## src/rtl/seq_mul_pkg.sv

```systemverilog
// Shared definitions for the sequential multiplier: controller states and
// the counter-width helper.
package mul_pkg;

  typedef enum logic [1:0] {
    IDLE = 2'd0,
    RUN  = 2'd1,
    DONE = 2'd2
  } state_t;

  // Ceiling log2, used to size the iteration counter.
  function automatic int clog2(input int v);
    int r;
    int x;
    r = 0;
    x = v - 1;
    while (x > 0) begin
      r = r + 1;
      x = x >> 1;
    end
    return r;
  endfunction

endpackage

```

## src/rtl/seq_mul_if.sv

```systemverilog
// Operand/result bundle for seq_mul: start/done handshake plus data.
interface seq_mul_if #(
  parameter int A_W = 4,
  parameter int B_W = 3
);
  logic               start;
  logic               sgn;
  logic [A_W-1:0]     a;
  logic [B_W-1:0]     b;
  logic               busy;
  logic               done;
  logic [A_W+B_W-1:0] p;

  modport master (
    output start, sgn, a, b,
    input  busy, done, p
  );

  modport slave (
    input  start, sgn, a, b,
    output busy, done, p
  );
endinterface

```

## src/rtl/seq_mul_addsub.sv

```systemverilog
// W-bit adder/subtractor shared by every multiplier iteration.
// sub=1 computes x - y as x + ~y + 1; cout is the carry out of bit W-1.
module mul_addsub #(
  parameter int W = 5
) (
  input  logic [W-1:0] x,
  input  logic [W-1:0] y,
  input  logic         sub,
  output logic [W-1:0] s,
  output logic         cout
);

  logic [W-1:0] y_eff;

  // Conditionally invert y and inject the +1 through the carry-in.
  always_comb begin
    y_eff       = sub ? ~y : y;
    {cout, s}   = {1'b0, x} + {1'b0, y_eff} + {{W{1'b0}}, sub};
  end

endmodule

```

## src/rtl/seq_mul.sv

```systemverilog
// Shift-and-add multiplier: A_W x B_W product over B_W cycles, unsigned or
// two's-complement per operation, with a start/done handshake.
module seq_mul
  import mul_pkg::*;
#(
  parameter int A_W = 4,
  parameter int B_W = 3
) (
  input  logic      clk,
  input  logic      rst,
  seq_mul_if.slave  bus
);

  localparam int               CNT_W = clog2(B_W + 1);
  localparam logic [CNT_W-1:0] LAST  = CNT_W'(B_W - 1);

  state_t               state;
  logic [CNT_W-1:0]     cnt;
  logic [A_W:0]         acc_hi;
  logic [A_W:0]         a_reg;
  logic [B_W-1:0]       b_reg;
  logic                 sgn_reg;
  logic                 busy_r;
  logic                 done_r;
  logic [A_W+B_W-1:0]   p_r;

  logic                 add_en;
  logic                 last;
  logic                 do_sub;
  logic [A_W:0]         y_op;
  logic [A_W:0]         sum;
  logic                 cout;
  logic                 fill;
  logic [A_W:0]         hi_next;
  logic [B_W-1:0]       lo_next;

  mul_addsub #(
    .W(A_W + 1)
  ) u_addsub (
    .x    (acc_hi),
    .y    (y_op),
    .sub  (do_sub),
    .s    (sum),
    .cout (cout)
  );

  // One iteration: conditionally add/subtract the multiplicand, then shift
  // the {acc_hi, b_reg} pair right by one. The multiplier bit consumed each
  // cycle is shifted out of b_reg, which frees its top bit for product LSBs.
  // Signed mode keeps the true sign in sum[A_W] (A_W+1 bits never overflow);
  // unsigned mode refills with the adder carry.
  always_comb begin
    add_en  = b_reg[0];
    last    = (cnt == LAST);
    do_sub  = sgn_reg & last & add_en;
    y_op    = add_en ? a_reg : '0;
    fill    = sgn_reg ? sum[A_W] : cout;
    hi_next = {fill, sum[A_W:1]};
    lo_next = {sum[0], b_reg[B_W-1:1]};
  end

  // Controller, iteration counter, accumulator and registered outputs.
  always_ff @(posedge clk) begin
    if (rst) begin
      state   <= IDLE;
      cnt     <= '0;
      acc_hi  <= '0;
      a_reg   <= '0;
      b_reg   <= '0;
      sgn_reg <= 1'b0;
      busy_r  <= 1'b0;
      done_r  <= 1'b0;
      p_r     <= '0;
    end else begin
      done_r <= 1'b0;
      case (state)
        IDLE, DONE: begin
          if (bus.start) begin
            a_reg   <= bus.sgn ? {bus.a[A_W-1], bus.a} : {1'b0, bus.a};
            b_reg   <= bus.b;
            sgn_reg <= bus.sgn;
            acc_hi  <= '0;
            cnt     <= '0;
            busy_r  <= 1'b1;
            state   <= RUN;
          end else begin
            busy_r  <= 1'b0;
            state   <= IDLE;
          end
        end
        RUN: begin
          acc_hi <= hi_next;
          b_reg  <= lo_next;
          cnt    <= cnt + 1'b1;
          if (last) begin
            p_r    <= {hi_next[A_W-1:0], lo_next};
            busy_r <= 1'b0;
            done_r <= 1'b1;
            state  <= DONE;
          end
        end
        default: begin
          busy_r <= 1'b0;
          state  <= IDLE;
        end
      endcase
    end
  end

  assign bus.busy = busy_r;
  assign bus.done = done_r;
  assign bus.p    = p_r;

endmodule

```

## src/flat_wrapper.sv

```systemverilog
// flat-port wrapper written by rule: the top's interface ports become plain ports
module seq_mul_flat import mul_pkg::*;
#(
  parameter int A_W = 4,
  parameter int B_W = 3
)
  (clk, rst, bus_start, bus_sgn, bus_a, bus_b, bus_busy, bus_done, bus_p);
  seq_mul_if #(.A_W(A_W), .B_W(B_W)) bus_i ();
  input  logic clk;
  input  logic rst;
  input wire logic [$bits(bus_i.start)-1:0] bus_start;
  input wire logic [$bits(bus_i.sgn)-1:0] bus_sgn;
  input wire logic [$bits(bus_i.a)-1:0] bus_a;
  input wire logic [$bits(bus_i.b)-1:0] bus_b;
  output wire logic [$bits(bus_i.busy)-1:0] bus_busy;
  output wire logic [$bits(bus_i.done)-1:0] bus_done;
  output wire logic [$bits(bus_i.p)-1:0] bus_p;
  assign bus_i.start = bus_start;
  assign bus_i.sgn = bus_sgn;
  assign bus_i.a = bus_a;
  assign bus_i.b = bus_b;
  assign bus_busy = bus_i.busy;
  assign bus_done = bus_i.done;
  assign bus_p = bus_i.p;
  seq_mul #(.A_W(A_W), .B_W(B_W)) u_core (.clk(clk), .rst(rst), .bus(bus_i));
endmodule
```

## config.mk

```make
export PLATFORM = sky130hd
export DESIGN_NAME = seq_mul_flat
export DESIGN_NICKNAME = d
export VERILOG_FILES = /design/src/rtl/seq_mul_pkg.sv /design/src/rtl/seq_mul_if.sv /design/src/rtl/seq_mul_addsub.sv /design/src/rtl/seq_mul.sv /design/src/flat_wrapper.sv
export SDC_FILE = /design/constraint.sdc
export NUM_CORES = 1
export LEC_CHECK = 0
export BUFFER_PORTS_ARGS = -buffer_cell sky130_fd_sc_hd__buf_2
export CAP_MARGIN = 20
export CORE_MARGIN = 2
export CORE_UTILIZATION = 53
export CTS_BUF_LIST = sky130_fd_sc_hd__clkbuf_4 sky130_fd_sc_hd__clkbuf_8
export DETAILED_ROUTE_END_ITERATION = 12
export GPL_TIMING_DRIVEN = 0
export PLACE_DENSITY = 0.76
export SLEW_MARGIN = 25
export SYNTH_ARGS = -nofsm -noshare
export SYNTH_HDL_FRONTEND = slang
export SYNTH_SLANG_ARGS = --single-unit
```

## constraint.sdc

```tcl
create_clock -name clk -period 5.5 [get_ports clk]
set_input_delay 0.55 -clock clk [delete_from_list [all_inputs] [get_ports clk]]
set_output_delay 0.55 -clock clk [all_outputs]
set_load 0.01 [all_outputs]
```

==> qor.yml, run 1 <==
p_leak_nw: 0.5707
pre_cts_ws_ps: 3078
p_int_mw: 0.2849
cts_root_buf: "clkbuf_4"
fin_skew_ps: 6.630
route.antenna.remaining_nets: 0
drtIter0Drc: 21
synth.distinct_cells: 29
final_common_cell: "nand2_1"
overflow: 0
final_util_pct: 64.25
holdWs_ps: 433.4
layout-drive-gt1-share_pct: 15.52
gp_congestion: 0.8357
antenna_found_initial: 0
drtPass1Iterations: 4
routedWlPerCell_um: 11.70
largest_reg_flops: 7
ctsHoldBuffers: 0
clk-insertion-delay-late_ps: 330
grt_pass1_vias: 1007
yosysTopAreaCell: "dfxtp_1"
fp.dieW_um: 52.08
netlist.area_leader.share_pct: 42.49
layout_common_cells: "nand2_1 (32), dfxtp_1 (26), buf_2 (21)"
tns_ps: 0
clk_pin_slew_worst_paths_ps: 150
n_antenna_cell: 0
slew_violations: 0
cts_buffers: 3
outcome: "completed"
layout_setup_ws_ps: 3026
worstMarginPinSlew_ps: 474.0
synthFlopType: "dfxtp_1"
area_growth_pct: 14.91
powerDensity_nw_per_um2: 264.8
track_usage_pct: 20.72
htreeDepth: 1
fp.coreArea_um2: 2191
setup_viol: 0
io_pins: 20
async_flop_share_pct: 0
initial_core_util_pct: 55.91
clockPowerShare_pct: 35.6
cts_resized: 0
netlist_instances: 151
ys_warn_count: 0
peakVddDrop_mv: 0.1690
worstPathRequired_ps: 5770
cts_tree: "done"
numPortBuffers: 19
hpwl_um: 1855
synth_fp_nets: 168
seqPwrFrac_pct: 54.1
switching_share_pct: 23.57
wl_um: 2364
cp-start-kind: "register"
grt_max_degree: 16
syn_avg_cell_area_um2: 8.112
min_path_type: "primary input to register"
finalCriticalPeriod_ps: 2474
maxClockFrequency_ghz: 0.4043
hold_viol: 0
ys_ff_latch: 26
rsz0062_at_grt: "false"
path_class: "register to register"
switching_power_mw: 0.08788
p_total_mw: 0.3728
drv_cap: 0
via_per_inst: 5.287
drc: 0
crit_fanout: 5
final_nets: 192
slew_headroom_pct: 68.40
synth_area_um2: 1225
clock_path_buffers: 2
arrival_ps: 2740
vias: 1068
synth-edff-count: 0
die-area_um2: 2712
worstSetupEndpointType: "register"
timing.final.crit_share_pct: 44.97
yosys-top-cells-area: "dfxtp_1 (42%), nand2_1 (9.8%), a21oi_1 (6.9%), nor2_1 (5.2%), ha_1 (5.1%)"
die-height_um: 52.08
synth_seq_area_share_pct: 42.49
cts.sinks: 26
num_rows: 17
grt_first_pass_wirelength_um: 4236
combPwrFrac_pct: 10.3
cts_setup_buffers: 0
-- path summary, 6_finish.rpt --
path	startpoint	end	slack, ps	depth (start not counted)
worst max-delay path	u_core.cnt[0]$_SDFFE_PP0P_	u_core.acc_hi[4]$_SDFFE_PP0P_	3030	11
worst min-delay path	bus_a[2]	u_core.a_reg[2]$_SDFFE_PP0P_	430	3
worst min register to register	u_core.bus.p[6]$_SDFFE_PP0P_	u_core.bus.p[6]$_SDFFE_PP0P_	470	2
worst max register to register	u_core.cnt[0]$_SDFFE_PP0P_	u_core.acc_hi[4]$_SDFFE_PP0P_	3030	11
-- worst max-delay path, stage by stage, from the launching register on --
cell      delay, ps
dfxtp_1         350
inv_1            60
ha_1            220
nand2_2         130
xnor2_1         140
and2_1          180
fa_1            440
a21o_1          180
a21oi_1         200
xnor2_1         200
o221ai_1        140
a21oi_1         150
-- layout make-up --
class	instances	area (um^2)
clock buffers	3	22.52
multi-input cells	115	664.4
plain buffers	8	32.53
well taps	28	35.03
clock inverters	1	30.03
inverters	2	7.507
fillers	209	783.3
flip-flops and latches	26	520.5
repair buffers	19	95.09
-- metrics by stage --
step | std cells | cell area, um^2
floorplan | 151 | 1225
global placement | 198 | 1355
detailed placement | 198 | 1355
CTS | 202 | 1408
global route | 202 | 1408
finish | 202 | 1408
-- power groups by stage --
stage          Sequential, mW  Combinational, mW  Clock (mW)
2_1_floorplan           0.205             0.0272           0
3_3_place_gp            0.205             0.0380           0
3_5_place_dp            0.206             0.0387           0
4_1_cts                 0.202             0.0389       0.134
5_1_grt                 0.203             0.0443       0.142
6_report                0.202             0.0386       0.133
-- cells by family after synthesis --
kind of cell	count (synthesis)	synth area share, %
adders and majority gates	6	6.742
AOI/OAI and AO/OA	32	16.24
xor gates and xnor gates	7	5.005
and+or+nand+nor	70	26.25
DFF	26	42.49
buffers and inverters	10	3.269
-- routing by layer --
metal	global-route usage, %	part of all wire (%)	routed length [um]	vias to the layer above
met5	0	0	0	-
li1	-	-	-	555
met2	35.23	50	1189	21
met3	3.161	3.0	70	7
met1	25.63	45	1057	485
met4	9.211	1.9	46	0
-- cells in the mapped netlist, types with 2 or more instances --
master	instances
nand3_1	3
dfxtp_1	26
nor2b_1	3
a311oi_1	2
buf_1	2
xnor2_1	6
inv_1	2
ha_1	5
o21ai_0	2
a211oi_1	5
clkbuf_1	4
nand2b_1	3
and2_1	6
buf_2	2
nand2_1	32
o311ai_0	2
nor3_1	2
a21oi_1	17
nor2_1	17
Note: power is estimated with default switching activity, not from simulation.
==> run 2, diff against run 1 <==
==> constraint.sdc (replaced) <==
create_clock -name clk -period 2.3 [get_ports clk]
set_input_delay 0.23 -clock clk [delete_from_list [all_inputs] [get_ports clk]]
set_output_delay 0.23 -clock clk [all_outputs]
set_load 0.01 [all_outputs]
==> run 2 against run 1 <==
  * Register-to-register slack got worse by 2900 ps
  * Critical path type unchanged
  * Non-clock buffer count grew 1
  * Die area is the same
  * Fmax is 14% higher
  * Count of clock-buffer cells in the layout is the same
==> qor.yml, run 2 (synthesis gave the netlist of run 1 again) <==
layout_setup_ws_ps: 130.6  # -2896 ps
layout-drive-gt1-share_pct: 20.57  # +5.1 points
clock_path_buffers: 2  # unchanged
grt_pass1_vias: 1026  # +1.9%
hold_end: "u_core.a_reg[2]$_SDFFE_PP0P_"
via_per_inst: 5.296  # +0.16%
wl_um: 2516  # +6.4%
clk-insertion-delay-late_ps: 330  # about the same
layout_common_cells: "nand2_1 (32), dfxtp_1 (25), buf_2 (21)"
crit_fanout: 5  # unchanged
path_class: "register to register"
fp.dieW_um: 52.08  # unchanged
final_nets: 193  # +0.52%
arrival_ps: 2380  # -360 ps
num_rows: 17  # unchanged
worstSetupEndpointType: "register"
min_from: "bus_a[2]"
numPortBuffers: 19  # unchanged
drc: 0  # unchanged
htreeDepth: 1  # unchanged
route.antenna.remaining_nets: 0  # unchanged
drv_cap: 0  # unchanged
fillers: 190  # -9.1%
fin_skew_ps: 9.335  # +2.706 ps
pre_cts_ws_ps: -122.3  # -3200 ps
worstMarginPinSlew_ps: 483.2  # +9.197 ps
cts_root_buf: "clkbuf_4"
reg2reg_from: "u_core.cnt[0]$_SDFFE_PP0P_"
grt_max_degree: 16  # unchanged
powerDensity_nw_per_um2: 613.8  # +130%
die-area_um2: 2712  # unchanged
gp_congestion: 0.8357  # unchanged
holdWs_ps: 111.7  # -321.7 ps
overflow: 0  # unchanged
drtPass1Iterations: 4  # unchanged
setup_viol: 0  # unchanged
vias: 1075  # +0.66%
outcome: "completed"
min_path_type: "primary input to register"
cts_buffers: 3  # unchanged
maxClockFrequency_ghz: 0.4609  # +14%
antenna_found_initial: 0  # unchanged
final_common_cell: "nand2_1"
dpl_cell_area_um2: 1355  # unchanged
hpwl_um: 1855  # unchanged
reg2regPathDepth: 11  # unchanged
routedWlPerCell_um: 12.39  # +5.9%
track_usage_pct: 20.91  # +0.19 points
slew_headroom_pct: 67.78  # -0.61 points
p_leak_nw: 0.5982  # +4.8%
largest_reg_flops: 7  # unchanged
cts_tree: "done"
n_antenna_cell: 0  # unchanged
grt_first_pass_wirelength_um: 4271  # +0.83%
clk_pin_slew_worst_paths_ps: 150  # about the same
cp-start-kind: "register"
io_pins: 20  # unchanged
drtIter0Drc: 13  # -38%
initial_core_util_pct: 55.91  # unchanged
hold_viol: 0  # unchanged
worstPathRequired_ps: 2510  # -3260 ps
finalCriticalPeriod_ps: 2169  # -304.1 ps
crit_path_start: "u_core.cnt[0]$_SDFFE_PP0P_"
cts.sinks: 26  # unchanged
die-height_um: 52.08  # unchanged
area_growth_pct: 19.82
stdcell_area_um2: 1468  # +4.3%
ctsHoldBuffers: 0  # unchanged
slew_violations: 0  # unchanged
rrSetupSlack_ps: 130  # -2900 ps
peakVddDrop_mv: 0.4107  # +140%
r2r-end: "u_core.acc_hi[4]$_SDFFE_PP0P_"
timing.final.crit_share_pct: 94.32  # +49 points
fp.coreArea_um2: 2191  # unchanged
min_delay_path_depth: 3  # unchanged
[run 2: cell types whose count changed in the layout (fill, tap and decap cells not counted), moves of 2 or more]
cell | before | now
o311ai_1 | 0 | 2
o311ai_0 | 2 | 0
ha_1 | 5 | 3
ha_4 | 0 | 2
[run 2: per-layer routing]
metal  wire (um)  GRT usage, %
met2        1277         36.92
met4          21         8.772
met5           0             0
met3          77         2.874
met1        1141         25.14
[run 2: final cells by class]
type	count	area [um^2]	area share (%)
Timing Repair Buffer	20	102.6	6.991
Clock inverter	1	30.03	2.046
Tap cell	28	35.03	2.387
Multi-Input combinational cell	115	715.7	48.76
Inverter	2	7.507	0.5115
Buffer	8	32.53	2.217
Clock buffer	3	22.52	1.535
Sequential cell	26	521.8	35.55
[run 2: timing repair]
action,CTS,global route
cloned,0,0
setup buffers,0,1
pin swaps,2,4
gates resized for setup,5,8
endpoints found under the setup margin,3,5
[run 2: how the worst max path moves through the flow]
stage | to | slack [ps] | cells past startpoint
after floorplan | u_core.acc_hi[4]$_SDFFE_PP0P_ | 100 | 11
after global placement | u_core.acc_hi[4]$_SDFFE_PP0P_ | -40 | 11
after detailed placement | u_core.acc_hi[4]$_SDFFE_PP0P_ | -120 | 11
after CTS | u_core.acc_hi[4]$_SDFFE_PP0P_ | 0.4 | 11
after global routing | u_core.acc_hi[4]$_SDFFE_PP0P_ | -1 | 11
final | u_core.acc_hi[4]$_SDFFE_PP0P_ | 130 | 11
[run 2: stage by stage]
step	std cells	util [%]	power (mW)	setup TNS (ps)
4_1_cts	202	65.22	0.8979	0
5_1_grt	203	66.99	0.9383	-1.174
3_3_place_gp	198	61.85	0.5821	-42.56
6_report	203	66.99	0.9008	0
2_1_floorplan	151	-	0.5542	0
3_5_place_dp	198	61.85	0.5848	-199.6
[run 2: worst max-delay path, stage by stage (launching register included)]
cell	delay, ps
dfxtp_2	360
inv_2	60
ha_4	160
nand2_4	80
xnor2_1	130
and2_1	180
fa_2	350
a21o_1	180
a21oi_2	180
xnor2_2	100
o221ai_1	170
a21oi_1	80
[run 2: power breakdown]
group          internal [mW]  switching (mW)  leakage (nW)
combinational         0.0406          0.0576         0.358
clock                  0.176           0.142        0.0279
sequential             0.468          0.0164         0.212
==> run 3, diff against run 2 <==
--- a/config.mk
+++ b/config.mk
@@ -5,6 +5,7 @@
 export SDC_FILE = /design/constraint.sdc
 export NUM_CORES = 1
 export LEC_CHECK = 0
+export ABC_AREA = 1
 export BUFFER_PORTS_ARGS = -buffer_cell sky130_fd_sc_hd__buf_2
 export CAP_MARGIN = 20
 export CORE_MARGIN = 2
@@ -12,7 +13,7 @@
 export CTS_BUF_LIST = sky130_fd_sc_hd__clkbuf_4 sky130_fd_sc_hd__clkbuf_8
 export DETAILED_ROUTE_END_ITERATION = 12
 export GPL_TIMING_DRIVEN = 0
-export PLACE_DENSITY = 0.76
+export PLACE_DENSITY = 0.75
 export SLEW_MARGIN = 25
 export SYNTH_ARGS = -nofsm -noshare
 export SYNTH_HDL_FRONTEND = slang
==> run 3 against run 2 <==
  * Clock power is 2% lower
  * Synthesized cell count is 13% higher
  * Synthesized area is 4.0% higher
  * Sequential power hardly changed
  * Sequential share of layout area is 0.067 points higher
  * Flip-flop and latch count stayed put
  * Largest cell class unchanged
  * Worst hold slack hardly changed
  * Final cell count is 9.4% higher
  * Non-clock buffer count is 5 lower
  * Final area is 0.43% lower
  * Count of clock-buffer cells in the layout stayed put
  * Highest routed layer unchanged
==> qor.yml, run 3 <==
num_rows: 17  # unchanged
io_pins: 20  # unchanged
cpLargestDelayFamily: "compound AO/OA/AOI/OAI gates"
hold_viol: 0  # unchanged
slew_violations: 0  # unchanged
fp.coreArea_um2: 2233  # +1.9%
ys_ff_latch: 26  # unchanged
dpl.cell_count: 218  # +10%
layout_setup_ws_ps: 239.1  # +108.5 ps
route.antenna.remaining_nets: 0  # unchanged
antenna_found_initial: 0  # unchanged
cp_slowest_stage_delay_ps: 350  # about the same
die-area_um2: 2811  # +3.7%
htreeDepth: 1  # unchanged
crit_path_start: "u_core.cnt[0]$_SDFFE_PP0P_"
overflow: 0  # unchanged
drv_cap: 0  # unchanged
arrival_ps: 2310  # -70 ps
gp_congestion: 0.7668  # -8.2%
cts_buffers: 3  # unchanged
netlist_instances: 171  # +13%
worstSetupEndpointType: "register"
reg2reg_from: "u_core.cnt[0]$_SDFFE_PP0P_"
cp-start-kind: "register"
netlist.area_leader.share_pct: 40.86  # -1.6 points
finalCriticalPeriod_ps: 2061  # -108.5 ps
hpwl_um: 2148  # +16%
ctsHoldBuffers: 0  # unchanged
layout-drive-gt1-share_pct: 20.10  # -0.47 points
fp.dieW_um: 53.02  # +1.8%
setup_viol: 0  # unchanged
peakVddDrop_mv: 0.6218  # +51%
synth_area_um2: 1274  # +4.0%
path_class: "register to register"
wl_um: 2852  # +13%
final_util_pct: 65.43  # -1.6 points
outcome: "completed"
dpl_cell_area_um2: 1404  # +3.6%
min_from: "rst"
cts_tree: "done"
grt_pass1_vias: 1125  # +9.6%
pre_cts_ws_ps: 104.0  # +226.3 ps
cts.sinks: 26  # unchanged
yosysTopAreaCell: "dfxtp_1"
numPortBuffers: 19  # unchanged
timing.final.crit_share_pct: 89.61  # -4.7 points
layout_common_cells: "nand2_1 (48), dfxtp_1 (26), buf_2 (20)"
grt_first_pass_wirelength_um: 4843  # +13%
worstMarginPinSlew_ps: 505.6  # +22.39 ps
track_usage_pct: 23.59  # +2.7 points
ys_warn_count: 0  # unchanged
syn_avg_cell_area_um2: 7.449  # -8.2%
async_flop_share_pct: 0  # unchanged
synth_commonest_cells: "nand2_1 (48), dfxtp_1 (26), inv_1 (18)"
stdcell_area_um2: 1461  # -0.43%
fin_skew_ps: 17.59  # +8.252 ps
die-height_um: 53.02  # +1.8%
min_path_type: "primary input to register"
via_per_inst: 5.329  # +0.63%
maxClockFrequency_ghz: 0.4852  # +5.3%
synth.most_common_cell: "nand2_1"
clock_path_buffers: 2  # unchanged
synthFlopType: "dfxtp_1"
slew_headroom_pct: 66.29  # -1.5 points
vias: 1183  # +10%
drtPass1Iterations: 4  # unchanged
initial_core_util_pct: 57.03  # +1.1 points
powerDensity_nw_per_um2: 626.8  # +2.1%
drtIter0Drc: 37  # +24
cts_root_buf: "clkbuf_4"
p_leak_nw: 0.7501  # +25%
routedWlPerCell_um: 12.85  # +3.7%
stdcell_count: 222  # +9.4%
tns_ps: 0  # unchanged
synth_fp_nets: 188  # +12%
synth-edff-count: 0  # unchanged
rsz0062_at_grt: "false"
n_antenna_cell: 0  # unchanged
area_growth_pct: 14.73
yosys-top-cells-area: "dfxtp_1 (41%), nand2_1 (14%), a21oi_1 (6.7%), inv_1 (5.3%), o21ai_0 (5.1%)"
clk-insertion-delay-late_ps: 330  # about the same
p_total_mw: 0.9160  # +1.7%
final_nets: 212  # +9.8%
worstPathRequired_ps: 2550  # +40 ps
drc: 0  # unchanged
cp_cell_sequence: "inv_1 > ha_2 > nand2_1 > o21ai_0 > a21oi_1 > ha_1 > a21oi_1 > nand2_1 > nand2_1 > nand2_1 > o21ai_0 > inv_1"
clk_pin_slew_worst_paths_ps: 150  # about the same
synth_seq_area_share_pct: 40.86  # -1.6 points
worst_path_most_repeated_cell: "nand2_1"
holdWs_ps: 112.0  # +0.3800 ps
crit_fanout: 5  # unchanged
grt_max_degree: 16  # unchanged
final_common_cell: "nand2_1"
cts_setup_buffers: 0  # unchanged
synth.distinct_cells: 30  # +3.4%
critPathBufInv: 2  # +1
slowest_stage: "ha_1"
largest_reg_flops: 7  # unchanged
-- run 3: changes by cell type in the layout (fill, tap and decap cells not counted), sizes merged, moves of 5 or more --
cell	delta
xnor2	-6
nand3	+7
nand2	+18
nor2	-7
o21ai	+12
and2	-5
inv	+18
-- run 3: path summary, 6_finish.rpt --
check,slack (ps),to,depth (start not counted)
max,240,u_core.bus.p[6]$_SDFFE_PP0P_,12
min reg2reg,470,u_core.cnt[0]$_SDFFE_PP0P_,1
max reg2reg,240,u_core.bus.p[6]$_SDFFE_PP0P_,12
min,110,u_core.acc_hi[1]$_SDFFE_PP0P_,2
-- run 3: report_power, final --
| part | switching, mW | leakage [nW] | internal, mW |
|---|---|---|---|
| registers | 0.0150 | 0.212 | 0.471 |
| logic | 0.0747 | 0.510 | 0.0415 |
| clock network | 0.137 | 0.0279 | 0.176 |
| total | 0.227 | 0.750 | 0.689 |
-- run 3: metal layers --
layer | vias up | track usage (%) | part of all wire (%)
li1 | 600 | - | -
met1 | 561 | 28.30 | 44
met2 | 18 | 42.71 | 52
met3 | 4 | 2.542 | 2.5
met4 | 0 | 8.974 | 1.3
met5 | - | 0 | 0
-- run 3: cell type report --
cell class | instances | area [um^2]
plain buffers | 4 | 21.27
clock buffers | 3 | 22.52
clock inverters | 1 | 30.03
fillers | 206 | 772.0
inverters | 20 | 80.08
multi-input cells | 121 | 656.9
flip-flops and latches | 26 | 520.5
well taps | 28 | 35.03
repair buffers | 19 | 95.09
-- run 3: cells by family (layout without fill, tap and decap cells) --
| family | Yosys count | in the layout | synth area share [%] |
|---|---|---|---|
| compound gates | 37 | 37 | 15.72 |
| xor+xnor | 2 | 2 | 1.375 |
| buf+inv | 24 | 47 | 7.955 |
| fa+ha+maj | 6 | 6 | 6.483 |
| simple gates | 76 | 76 | 27.60 |
| flops | 26 | 26 | 40.86 |
-- run 3: what timing repair did --
| item | in CTS | in global routing |
|---|---|---|
| setup endpoints to repair | 0 | 5 |
| endpoints found under the hold margin | 0 | 0 |
| gates resized for setup | 0 | 3 |
